===== config.mk =====
export PLATFORM = sky130hd
export DESIGN_NAME = dp_share_arbiter_flat
export DESIGN_NICKNAME = d
export VERILOG_FILES = /design/src/rtl/dp_share_arbiter_if.sv /design/src/rtl/dp_share_arbiter.sv /design/src/flat_wrapper.sv
export SDC_FILE = /design/constraint.sdc
export NUM_CORES = 1
export LEC_CHECK = 0
export CAP_MARGIN = 0
export CORE_UTILIZATION = 41
export DETAILED_ROUTE_END_ITERATION = 7
export GPL_TIMING_DRIVEN = 0
export PLACE_DENSITY_LB_ADDON = 0.05
export SYNTH_ARGS = -nofsm -noshare
export SYNTH_HDL_FRONTEND = slang
export SYNTH_SLANG_ARGS = --single-unit

===== constraint.sdc =====
create_clock -name clk_i -period 3.55 [get_ports clk_i]
set_input_delay 0.71 -clock clk_i [delete_from_list [all_inputs] [get_ports clk_i]]
set_output_delay 0.71 -clock clk_i [all_outputs]
set_load 0.1 [all_outputs]

===== src/rtl/dp_share_arbiter_if.sv =====
// dp_share_arbiter_if: requester and shared-unit signals of dp_share_arbiter.
// Rev 1.0 - initial release.
`default_nettype none

interface dp_share_arbiter_if #(
  parameter int NumReq    = 4,
  parameter int DataWidth = 8
);
  logic [NumReq-1:0]           req_valid_i;
  logic [NumReq*DataWidth-1:0] req_data_i;
  logic [NumReq-1:0]           req_ready_o;
  logic                        dp_valid_o;
  logic [DataWidth-1:0]        dp_data_o;
  logic [DataWidth-1:0]        dp_data_i;
  logic [NumReq-1:0]           rsp_valid_o;
  logic [DataWidth-1:0]        rsp_data_o;
  logic [NumReq-1:0]           rsp_ready_i;

  // Arbiter side
  modport slave (
    input  req_valid_i, req_data_i, dp_data_i, rsp_ready_i,
    output req_ready_o, dp_valid_o, dp_data_o, rsp_valid_o, rsp_data_o
  );

  // Requester / datapath side
  modport master (
    output req_valid_i, req_data_i, dp_data_i, rsp_ready_i,
    input  req_ready_o, dp_valid_o, dp_data_o, rsp_valid_o, rsp_data_o
  );
endinterface

`default_nettype wire


===== src/rtl/dp_share_arbiter.sv =====
// ============================================================================
// dp_share_arbiter: round-robin sharing of one fixed-latency datapath unit.
// Optional macro DP_SHARE_ARBITER_PERF_EN adds busy_cycles_o (non-IDLE cycles).
// Rev 1.0 - initial release.
// ============================================================================
`default_nettype none

module dp_share_arbiter #(
  parameter int NumReq    = 4,
  parameter int DataWidth = 8,
  parameter int DpLatency = 1
) (
  input  logic                   clk_i,
  input  logic                   rst_ni,
  dp_share_arbiter_if.slave      bus
`ifdef DP_SHARE_ARBITER_PERF_EN
  ,
  output logic [31:0]            busy_cycles_o
`endif
);

  localparam int PTR_W = (NumReq > 1) ? $clog2(NumReq) : 1;
  localparam int CNT_W = (DpLatency > 1) ? $clog2(DpLatency) : 1;
  localparam logic [CNT_W-1:0] CNT_INIT = CNT_W'(DpLatency - 1);
  localparam logic [PTR_W-1:0] LAST_REQ = PTR_W'(NumReq - 1);

  localparam logic [1:0] IDLE = 2'd0;
  localparam logic [1:0] BUSY = 2'd1;
  localparam logic [1:0] RESP = 2'd2;

  logic [1:0]           state;
  logic [PTR_W-1:0]     rr_ptr;
  logic [PTR_W-1:0]     owner;
  logic [CNT_W-1:0]     cnt;
  logic [DataWidth-1:0] dp_data;
  logic [DataWidth-1:0] rsp_data;

  logic                 any_valid;
  logic [PTR_W-1:0]     grant;
  logic [DataWidth-1:0] grant_data;
  logic                 owner_ready;
  logic [NumReq-1:0]    grant_oh;
  logic [NumReq-1:0]    owner_oh;
  int                   idx;

  // Walk from farthest to nearest so the first valid after rr_ptr wins.
  always_comb begin
    any_valid = |bus.req_valid_i;
    grant     = '0;
    idx       = 0;
    for (int k = NumReq - 1; k >= 0; k--) begin
      idx = int'(rr_ptr) + k;
      if (idx >= NumReq) idx = idx - NumReq;
      if (bus.req_valid_i[idx]) grant = PTR_W'(idx);
    end
  end

  always_comb begin
    grant_data  = '0;
    owner_ready = 1'b0;
    grant_oh    = '0;
    owner_oh    = '0;
    for (int i = 0; i < NumReq; i++) begin
      if (PTR_W'(i) == grant) begin
        grant_data  = bus.req_data_i[i*DataWidth +: DataWidth];
        grant_oh[i] = 1'b1;
      end
      if (PTR_W'(i) == owner) begin
        owner_ready = bus.rsp_ready_i[i];
        owner_oh[i] = 1'b1;
      end
    end
  end

  // Accept strobe is masked during reset so a held request is never acknowledged.
  assign bus.req_ready_o = (rst_ni && state == IDLE && any_valid) ? grant_oh : '0;
  assign bus.dp_valid_o  = (state == BUSY);
  assign bus.dp_data_o   = dp_data;
  assign bus.rsp_valid_o = (state == RESP) ? owner_oh : '0;
  assign bus.rsp_data_o  = rsp_data;

  always_ff @(posedge clk_i or negedge rst_ni) begin
    if (!rst_ni) begin
      state    <= IDLE;
      rr_ptr   <= '0;
      owner    <= '0;
      cnt      <= '0;
      dp_data  <= '0;
      rsp_data <= '0;
    end else begin
      case (state)
        IDLE: begin
          if (any_valid) begin
            dp_data <= grant_data;
            owner   <= grant;
            cnt     <= CNT_INIT;
            state   <= BUSY;
          end
        end
        BUSY: begin
          if (cnt == '0) begin
            rsp_data <= bus.dp_data_i;
            state    <= RESP;
          end else begin
            cnt <= cnt - 1'b1;
          end
        end
        RESP: begin
          if (owner_ready) begin
            rr_ptr <= (owner == LAST_REQ) ? '0 : owner + 1'b1;
            state  <= IDLE;
          end
        end
        default: state <= IDLE;
      endcase
    end
  end

`ifdef DP_SHARE_ARBITER_PERF_EN
  always_ff @(posedge clk_i or negedge rst_ni) begin
    if (!rst_ni) begin
      busy_cycles_o <= '0;
    end else if (state != IDLE && busy_cycles_o != 32'hFFFF_FFFF) begin
      busy_cycles_o <= busy_cycles_o + 32'd1;
    end
  end
`endif

endmodule

`default_nettype wire


===== src/flat_wrapper.sv =====
// flat-port wrapper written by rule: the top's interface ports become plain ports
module dp_share_arbiter_flat 
#(
  parameter int NumReq    = 4,
  parameter int DataWidth = 8,
  parameter int DpLatency = 1
)
  (clk_i, rst_ni, bus_req_valid_i, bus_req_data_i, bus_dp_data_i, bus_rsp_ready_i, bus_req_ready_o, bus_dp_valid_o, bus_dp_data_o, bus_rsp_valid_o, bus_rsp_data_o);
  dp_share_arbiter_if #(.NumReq(NumReq), .DataWidth(DataWidth)) bus_i ();
  input  logic clk_i;
  input  logic rst_ni;
  input wire logic [$bits(bus_i.req_valid_i)-1:0] bus_req_valid_i;
  input wire logic [$bits(bus_i.req_data_i)-1:0] bus_req_data_i;
  input wire logic [$bits(bus_i.dp_data_i)-1:0] bus_dp_data_i;
  input wire logic [$bits(bus_i.rsp_ready_i)-1:0] bus_rsp_ready_i;
  output wire logic [$bits(bus_i.req_ready_o)-1:0] bus_req_ready_o;
  output wire logic [$bits(bus_i.dp_valid_o)-1:0] bus_dp_valid_o;
  output wire logic [$bits(bus_i.dp_data_o)-1:0] bus_dp_data_o;
  output wire logic [$bits(bus_i.rsp_valid_o)-1:0] bus_rsp_valid_o;
  output wire logic [$bits(bus_i.rsp_data_o)-1:0] bus_rsp_data_o;
  assign bus_i.req_valid_i = bus_req_valid_i;
  assign bus_i.req_data_i = bus_req_data_i;
  assign bus_i.dp_data_i = bus_dp_data_i;
  assign bus_i.rsp_ready_i = bus_rsp_ready_i;
  assign bus_req_ready_o = bus_i.req_ready_o;
  assign bus_dp_valid_o = bus_i.dp_valid_o;
  assign bus_dp_data_o = bus_i.dp_data_o;
  assign bus_rsp_valid_o = bus_i.rsp_valid_o;
  assign bus_rsp_data_o = bus_i.rsp_data_o;
  dp_share_arbiter #(.NumReq(NumReq), .DataWidth(DataWidth), .DpLatency(DpLatency)) u_core (.clk_i(clk_i), .rst_ni(rst_ni), .bus(bus_i));
endmodule

* Yosys cells after proc, flatten, opt, wreduce, memory -nomap -nowiden *
Cells that the tools add are included.

word-level totals
  register bits after elaboration = 23
  input port bits = 50
  logic and storage cells = 94

cells by class
  reduce and logical (&&, ||, !) cells = 12
  equal/unequal tests = 12
  $lt $le $gt $ge = 8
  bitwise logic cells = 1
  mux-type cells = 46
  add/subtract/negate cells = 9

operators with widths
  cell                     count
  $lt A32 B4 Y1 const B    4
  $mux W32                 4
  $ge A32 B4 Y1 const B    3
  $sub A32 B4 Y32 const B  3
  $mux W8                  4
  $mux W1                  22
  $mux W2                  8
  $bmux W1 S2              4
  $eq A2 B2 Y1 const A     4
  $mux W4                  2
  $reduce_and A2 Y1        4
  $add A2 B2 Y3 const B    2
  $logic_not A2 Y1         3
  $pmux W2 S3              1
  $eq A1 B2 Y1 const A     2
  $eq A2 B2 Y1 const B     2
  $ne A2 B1 Y1 const B     2
  $reduce_or A4 Y1         1
  $sub A2 B3 Y4 const B    1
  $add A2 B1 Y3 const B    1
  $ge A2 B3 Y1 const B     1
  $reduce_and A3 Y1        1
  $add A2 B1 Y2 const B    1
  $eq A2 B1 Y1 const B     1
  6 further kinds          7

* Logic depth before layout (Yosys ltp) *
Gate-level depths: netlist of the first run.

  word-level depth = 15
  mapped depth = 7
  depth with buffers taken out = 7

* Least setup slack after synthesis of the first run *
Ideal clock, no wire load.

  path type = in2out
  start point = input port bus_req_valid_i[0]
  end point = output port bus_req_ready_o[1]
  required time = 2.840 ns
  cell stages on the path = 6
  slack = -0.084 ns
  data arrival time = 2.924 ns
  path through = nor2b_4 or4_4 buf_6 nand2_8 nand3_1 nor2_1

on the way
  word-level cells in the longest chain between the ends = 10
  elaborated cells on any way between the ends = 21

RTL lines
  element                                     line                    RTL
  from (decl)                                 flat_wrapper.sv:12      input wire logic [$bits(bus_i.req_valid_i)-1:0] bus_req_valid_i;
  $bmux W1 S2                                 dp_share_arbiter.sv:54  if (bus.req_valid_i[idx]) grant = PTR_W'(idx);
  $mux W1 (implied by the code) (2 in a row)  dp_share_arbiter.sv:54
  $mux W2 (4 in a row)                        dp_share_arbiter.sv:54
  $eq A1 B2 Y1                                dp_share_arbiter.sv:64  if (PTR_W'(i) == grant) begin
  $mux W1                                     dp_share_arbiter.sv:64
  $mux W4 *                                   dp_share_arbiter.sv:76  assign bus.req_ready_o = (rst_ni && state == IDLE && any_valid) ? grant_oh : '0;
  to (decl)                                   flat_wrapper.sv:16      output wire logic [$bits(bus_i.req_ready_o)-1:0] bus_req_ready_o;

Mark *: on every way between the ends. The rest lies on a longest branch, timed or not. The select of a mux whose other input is x is not followed.

* Final worst setup path of the first run *
  start point = input port bus_req_valid_i[0]
  end point = output port bus_req_ready_o[3]

on the way
  word-level cells in the longest chain between the ends = 10
  elaborated cells on any way between the ends = 21

RTL lines
  element                                     line
  $bmux W1 S2                                 dp_share_arbiter.sv:54
  $mux W1 (implied by the code) (2 in a row)  dp_share_arbiter.sv:54
  $mux W2 (4 in a row)                        dp_share_arbiter.sv:54
  $eq A2 B2 Y1                                dp_share_arbiter.sv:64
  $mux W1                                     dp_share_arbiter.sv:64
  $mux W4 *                                   dp_share_arbiter.sv:76

Marks and branches as above.

==> summary.txt, run 1 <==
STA
  • Tmin final: 3441 ps
  • RSZ-0062 raised after global routing: false
  • Hold Vio Cnt, Final: 0
  • Max Fclk: 290.6 MHz
  • Worst slew margin: 0.3317
  • Tcrit/Tclk final: 0.9694
  • Setup_tns: 0 ps
  • Setup Skew: 8.194 ps
  • # setup viols final: 0
  • Worst-Margin Slew: 999.2 ps
  • Max-slew violations: 0

Worst setup path
  • CP Launch Point: bus_req_valid_i[0]
  • Critical Path Sink Type: output port
  • CP required: ~2800 ps
  • CP most frequent cell: buf_6
  • Critical path data arrival time: 2730 ps
  • Crit Path Max Fanout: 10
  • Crit-path slowest cell: or4_4
  • CP Cell Sequence: clkdlybuf4s50_1 > nor2b_4 > or4_4 > buf_6 > nand2_8 > nand3_1 > nor2_2 > buf_6
  • Reg2Reg Depth: 5
  • Type of origin of the critical path: input port
  • Setup CP Type: in -> out
  • CP Depth: 8
  • Crit path buf inv count: 3
  • FF-to-FF Start: u_core.rr_ptr[1]$_DFFE_PN0P_
  • Slowest cell delay on critical path: ~520 ps
  • Largest delay share family, worst path: simple AND/OR/NAND/NOR gates

Outcome
  • Status: finished, final reports clean

Clocking
  • Inserted Clock Buffers: 3
  • CTS max path bufs: 2
  • H-tree depth: 1
  • # hold bufs at CTS: 0
  • Clock root buffer: clkbuf_4
  • Worst skew pair latency: 320 ps
  • CTS clk-pin slew, worst paths: roughly 110 ps
  • CTS sink count: 22
  • CTS tree: built

Floorplan
  • I/O pins: 75
  • Starting Density: 0.4354
  • Core area: 3078 µm²
  • Die X: 59.17 µm
  • Chip height: 59.17 µm
  • Rows: 20
  • Die area: 3501 µm²

Place
  • Buffers on Ports: 74
  • Detailed Place HPWL: 2.807 mm
  • GPL Wtd Cong: 0.8367

Synthesis
  • FF+latch count, synth: 22
  • Post-Syn Area: 1340 µm²
  • Syn Inst Count: 128
  • Distinct cells, synth: 32
  • Post-Syn Nets: 182
  • Sequential area share after synthesis: 0.4108
  • YS warnings: 0
  • Average cell area after synthesis: 10.47 µm²

Route
  • WL final: 3.510 mm
  • Detailed router's first-iteration violation count: 32
  • Drt wl/cell: 14.04 µm
  • DR DRC count: 0
  • Via count: 1304
  • Final ANT Viol Nets: 0
  • Drt pass-1 iters: 4
  • Via density: 5.216

Global routing
  • Largest net degree at the start of global routing: 25
  • Grt ovf: 0
  • Vias in the first global route: 1291
  • Antenna violations before repair: 0
  • Overall track demand over capacity in global routing: 0.2073
  • First-pass GRT wire length: between 5 and 6 mm

Cells and area
  • Ant diodes: 0
  • Fin nets: between 200 and 300
  • Synth-to-layout area growth: 63.77%
  • Commonest non-fill, non-tap cell in the layout: clkdlybuf4s50_1
  • Share of cells above drive strength 1: 0.1553
  • Commonest cells after routing, fill and taps aside: 69 x clkdlybuf4s50_1, 22 x dfrtp_1, 16 x nand3_1

Min path
  • Hold_sp: u_core.bus.dp_data_o[0]$_DFFE_PN0P_
  • Worst Hold Depth: 2
  • Hold Crit Class: reg -> reg

Run
  • Max-cap viol count: 0
-- cells by family after synthesis --
family / after synthesis / share of synthesized area
fa+ha+maj: 4 / 0.03735
simple gates: 42 / 0.1830
mux: 19 / 0.1606
flops: 22 / 0.4108
buf+inv: 10 / 0.03548
compound gates: 31 / 0.1727
-- state kept, by name (all words and copies together) (netlist names) --
| register | flops |
|---|---|
| u_core.bus.dp_data_o | 8 |
| u_core.bus.rsp_data_o | 8 |
| u_core.owner | 2 |
| u_core.rr_ptr | 2 |
| u_core.state | 2 |
-- synth_stat cells (all sizes together) --
| cell type | number | area, µm² |
|---|---|---|
| mux2 | 17 | 195.2 |
| clkbuf | 1 | 3.750 |
| nand3 | 16 | 80.08 |
| a21o | 2 | 15.01 |
| nor2 | 7 | 26.28 |
| mux2i | 2 | 20.02 |
| a211oi | 1 | 12.51 |
| o221ai | 1 | 8.760 |
| ha | 4 | 50.05 |
| a22oi | 1 | 7.510 |
| nand2b | 1 | 6.260 |
| nor2b | 4 | 32.53 |
| dfrtp | 22 | 550.5 |
| o221a | 7 | 78.83 |
| o21ai | 12 | 60.06 |
| and2 | 4 | 25.02 |
| inv | 6 | 22.52 |
| a21oi | 4 | 20.02 |
| nor4 | 2 | 18.77 |
| o21ba | 1 | 10.01 |
| buf | 3 | 21.27 |
| a221oi | 1 | 8.760 |
| a221o | 1 | 10.01 |
| or4 | 1 | 11.26 |
| nand2 | 6 | 38.79 |
| or3 | 1 | 6.260 |
-- stage by stage --
stage	cells	instance area, µm²	hold slack, ps	utilization	setup WS (ps)
final	250	2195	508.2	0.7130	108.6
after global placement	246	2136	473.6	0.6939	-708.7
after global routing	250	2195	531.1	0.7130	29.94
after CTS	250	2162	506.5	0.7024	64.99
after floorplan	128	1340	414.4	-	-83.71
after detailed placement	246	2136	473.1	0.6939	-739.9
-- path summary, 6_finish.rpt --
| check | to | slack (ps) |
|---|---|---|
| worst max-delay path | bus_req_ready_o[3] | 110 |
| worst min register to register | u_core.bus.dp_data_o[0]$_DFFE_PN0P_ | 510 |
| max in group asynchronous | u_core.bus.rsp_data_o[1]$_DFFE_PN0P_ | 2020 |
| worst max register to register | u_core.bus.dp_data_o[2]$_DFFE_PN0P_ | 1590 |
| min in group asynchronous | u_core.bus.dp_data_o[1]$_DFFE_PN0P_ | 930 |
| worst min-delay path | u_core.bus.dp_data_o[0]$_DFFE_PN0P_ | 510 |
-- final cells by class --
class / instances / area [µm²]
flip-flops and latches: 22 / 550.5
fillers: 253 / 883.3
inverters: 6 / 22.52
clock buffers: 4 / 36.28
multi-input cells: 96 / 754.5
well taps: 44 / 55.05
repair buffers: 74 / 748.2
plain buffers: 4 / 27.53
-- worst reg2reg max path, cell delays in order (launching register included) --
cell and delay, ps:
dfrtp_1 460, or4_4 570, buf_6 160, nand2_8 110, mux2_1 340, o221a_1 220
-- layer usage --
layer	track usage	share of wire	vias up
met4	0.07143	0.013	0
li1	-	-	628
met1	0.2444	0.41	610
met2	0.3864	0.50	61
met5	0	0	-
met3	0.02402	0.072	5
-- what timing repair did --
action	in CTS	in global routing
pin swaps	0	1
setup endpoints to repair	4	4
setup buffers	0	0
gates resized for setup	24	10
Power of run 1 is left out: the tool's default activity adds up to more than one toggle a clock period on the data nets, which glitch-free logic cannot reach.
==> run 2, diff against run 1 <==
--- a/config.mk
+++ b/config.mk
@@ -7,7 +7,9 @@
 export LEC_CHECK = 0
 export CAP_MARGIN = 0
 export CORE_UTILIZATION = 41
+export CTS_CLUSTER_SIZE = 10
 export DETAILED_ROUTE_END_ITERATION = 7
+export GPL_ROUTABILITY_DRIVEN = 0
 export GPL_TIMING_DRIVEN = 0
 export PLACE_DENSITY_LB_ADDON = 0.05
 export SYNTH_ARGS = -nofsm -noshare
==> run 2 against run 1 <==
Effect of this change: first-iteration DRC count fell by 50%; cell count did not move; global-route usage rose by 1.4 points; core utilization rose by 0.65 points; clock skew fell by 0.65 ps; critical path depth did not move; setup slack got worse by 16 ps; count of clock-buffer cells in the layout fell by 1; maximum frequency fell by 0.47%; non-clock buffer count did not move; sequential cell count did not move; die area did not move; critical endpoint unchanged.
==> summary.txt, run 2 (synthesized netlist as in run 1, its figures left out) <==
STA
  • RSZ-0062 raised after global routing: false (unchanged)
  • # setup viols final: 0 (unchanged)
  • Tcrit/Tclk final: 0.9740 (was 0.9694)
  • Worst slew margin: 0.3030 (was 0.3317)
  • Setup_tns: 0 ps (unchanged)
  • Max-slew violations: 0 (unchanged)
  • Max Fclk: 289.2 MHz (was 290.6 MHz)
  • Tmin final: 3458 ps (was 3441 ps)
  • Final worst setup slack: 92.30 ps (was 108.6 ps)
  • Hold Vio Cnt, Final: 0 (unchanged)
  • Worst-Margin Slew: 1044 ps (was 999.2 ps)
  • Setup Skew: 7.542 ps (was 8.194 ps)

Route
  • Drt wl/cell: 14.98 µm (was 14.04 µm)
  • Via count: 1322 (was 1304)
  • Drt pass-1 iters: 5 (was 4)
  • DR DRC count: 0 (unchanged)
  • WL final: 3.746 mm (was 3.510 mm)
  • Via density: 5.288 (was 5.216)
  • Detailed router's first-iteration violation count: 16 (was 32)
  • Final ANT Viol Nets: 0 (unchanged)

Floorplan
  • Chip height: 59.17 µm (unchanged)
  • Core area: 3078 µm² (unchanged)
  • Die area: 3501 µm² (unchanged)
  • Starting Density: 0.4354 (unchanged)
  • I/O pins: 75 (unchanged)
  • Die X: 59.17 µm (unchanged)
  • Rows: 20 (unchanged)

Global routing
  • Vias in the first global route: 1333 (was 1291)
  • Largest net degree at the start of global routing: 25 (unchanged)
  • Overall track demand over capacity in global routing: 0.2214 (was 0.2073)
  • Grt ovf: 0 (unchanged)
  • Antenna violations before repair: 0 (unchanged)
  • First-pass GRT wire length: 5.789 mm (was 5.513 mm)

Clocking
  • CTS clk-pin slew, worst paths: 120 ps (was 110 ps)
  • Clock root buffer: clkbuf_4 (unchanged)
  • CTS max path bufs: 2 (unchanged)
  • Postcts setup bufs: 0 (unchanged)
  • CTS tree: built (unchanged)
  • H-tree depth: 1 (unchanged)
  • CTS sink count: 22 (unchanged)
  • Inserted Clock Buffers: 3 (unchanged)
  • Worst skew pair latency: 310 ps (was 320 ps)

Cells and area
  • Commonest non-fill, non-tap cell in the layout: clkdlybuf4s50_1 (unchanged)
  • Fin nets: 261 (unchanged)
  • Share of cells above drive strength 1: 0.1505 (was 0.1553)
  • Commonest cells after routing, fill and taps aside: 68 x clkdlybuf4s50_1, 22 x dfrtp_1, 16 x nand3_1 (was 69 x clkdlybuf4s50_1, 22 x dfrtp_1, 16 x nand3_1)
  • Synth-to-layout area growth: 65.27% (was 63.77%)
  • Fill cells: 238 (was 253)
  • Ant diodes: 0 (unchanged)

Worst setup path
  • Type of origin of the critical path: input port (unchanged)
  • CP required: 2840 ps (about the same)
  • Crit path buf inv count: 3 (unchanged)
  • Critical Path Sink Type: output port (unchanged)
  • Slowest cell delay on critical path: 520 ps (about the same)
  • Crit Path Max Fanout: 10 (unchanged)
  • Setup CP Type: in -> out (unchanged)
  • Largest delay share family, worst path: simple AND/OR/NAND/NOR gates (unchanged)
  • Crit-path slowest cell: or4_4 (unchanged)
  • CP Cell Sequence: clkdlybuf4s50_1 > nor2b_4 > or4_4 > buf_6 > nand2_8 > nand3_1 > nor2_2 > buf_8 (was clkdlybuf4s50_1 > nor2b_4 > or4_4 > buf_6 > nand2_8 > nand3_1 > nor2_2 > buf_6)
  • Critical path data arrival time: 2750 ps (was 2730 ps)

Place
  • Pre-CTS setup slack: -760.1 ps (was -739.9 ps)
  • Buffers on Ports: 74 (unchanged)
  • Detailed Place HPWL: 2.895 mm (was 2.807 mm)

Outcome
  • Status: finished, final reports clean (unchanged)

Min path
  • Hold Crit Class: reg -> reg (unchanged)

Run
  • Max-cap viol count: 0 (unchanged)
run 2: cell count changes in the layout (fill, tap and decap cells not counted), sizes merged:
| cell | change |
|---|---|
| bufinv | +1 |
| clkbuf | -1 |
| clkdlybuf4s50 | -1 |
| dlymetal6s2s | +1 |
run 2: repair_timing:
action	CTS	global route
hold buffers	0	0
setup endpoints to repair	4	4
pin swaps	0	1
gates resized for setup	24	11
run 2: final cells by class:
cell class,instances,area (µm²),area share
repair buffers,74,754.5,0.3407
multi-input cells,96,752.0,0.3395
inverters,6,22.52,0.01017
plain buffers,4,27.53,0.01243
clock inverters,1,30.03,0.01356
clock buffers,3,22.52,0.01017
well taps,44,55.05,0.02486
flip-flops and latches,22,550.5,0.2486
run 2: worst min-delay path, cell delays in order (launching register included):
cell	delay, ps
dfrtp_1	370
nand2_1	60
o221ai_1	60
run 2: metal layers:
layer,global-route usage,routed length (µm),up-vias
met5,0,0,-
met4,0.1020,45,0
met3,0.04585,265,8
met2,0.3977,1940,59
met1,0.2503,1494,627
li1,-,-,628
run 2: final timing paths:
path	startpoint	endpoint	slack (ps)	cells after the start
worst min register to register	u_core.bus.dp_data_o[0]$_DFFE_PN0P_	u_core.bus.dp_data_o[0]$_DFFE_PN0P_	520	2
worst max-delay path	bus_req_valid_i[0]	bus_req_ready_o[3]	90	8
worst min-delay path	u_core.bus.dp_data_o[0]$_DFFE_PN0P_	u_core.bus.dp_data_o[0]$_DFFE_PN0P_	520	2
min in group asynchronous	rst_ni	u_core.state[0]$_DFFE_PN0P_	570	1
worst max register to register	u_core.rr_ptr[1]$_DFFE_PN0P_	u_core.bus.dp_data_o[1]$_DFFE_PN0P_	1590	5
max in group asynchronous	rst_ni	u_core.bus.rsp_data_o[6]$_DFFE_PN0P_	2360	1
run 2: stage by stage:
stage | area [µm²] | utilization | std cells | hold WS (ps)
global placement | 2136 | 0.6939 | 246 | 473.8
global route | 2215 | 0.7195 | 250 | 538.0
finish | 2215 | 0.7195 | 250 | 517.4
CTS | 2178 | 0.7077 | 250 | 509.6
detailed placement | 2136 | 0.6939 | 246 | 477.5
floorplan | 1340 | - | 128 | 414.4
Power of run 2 is left out for the same reason.
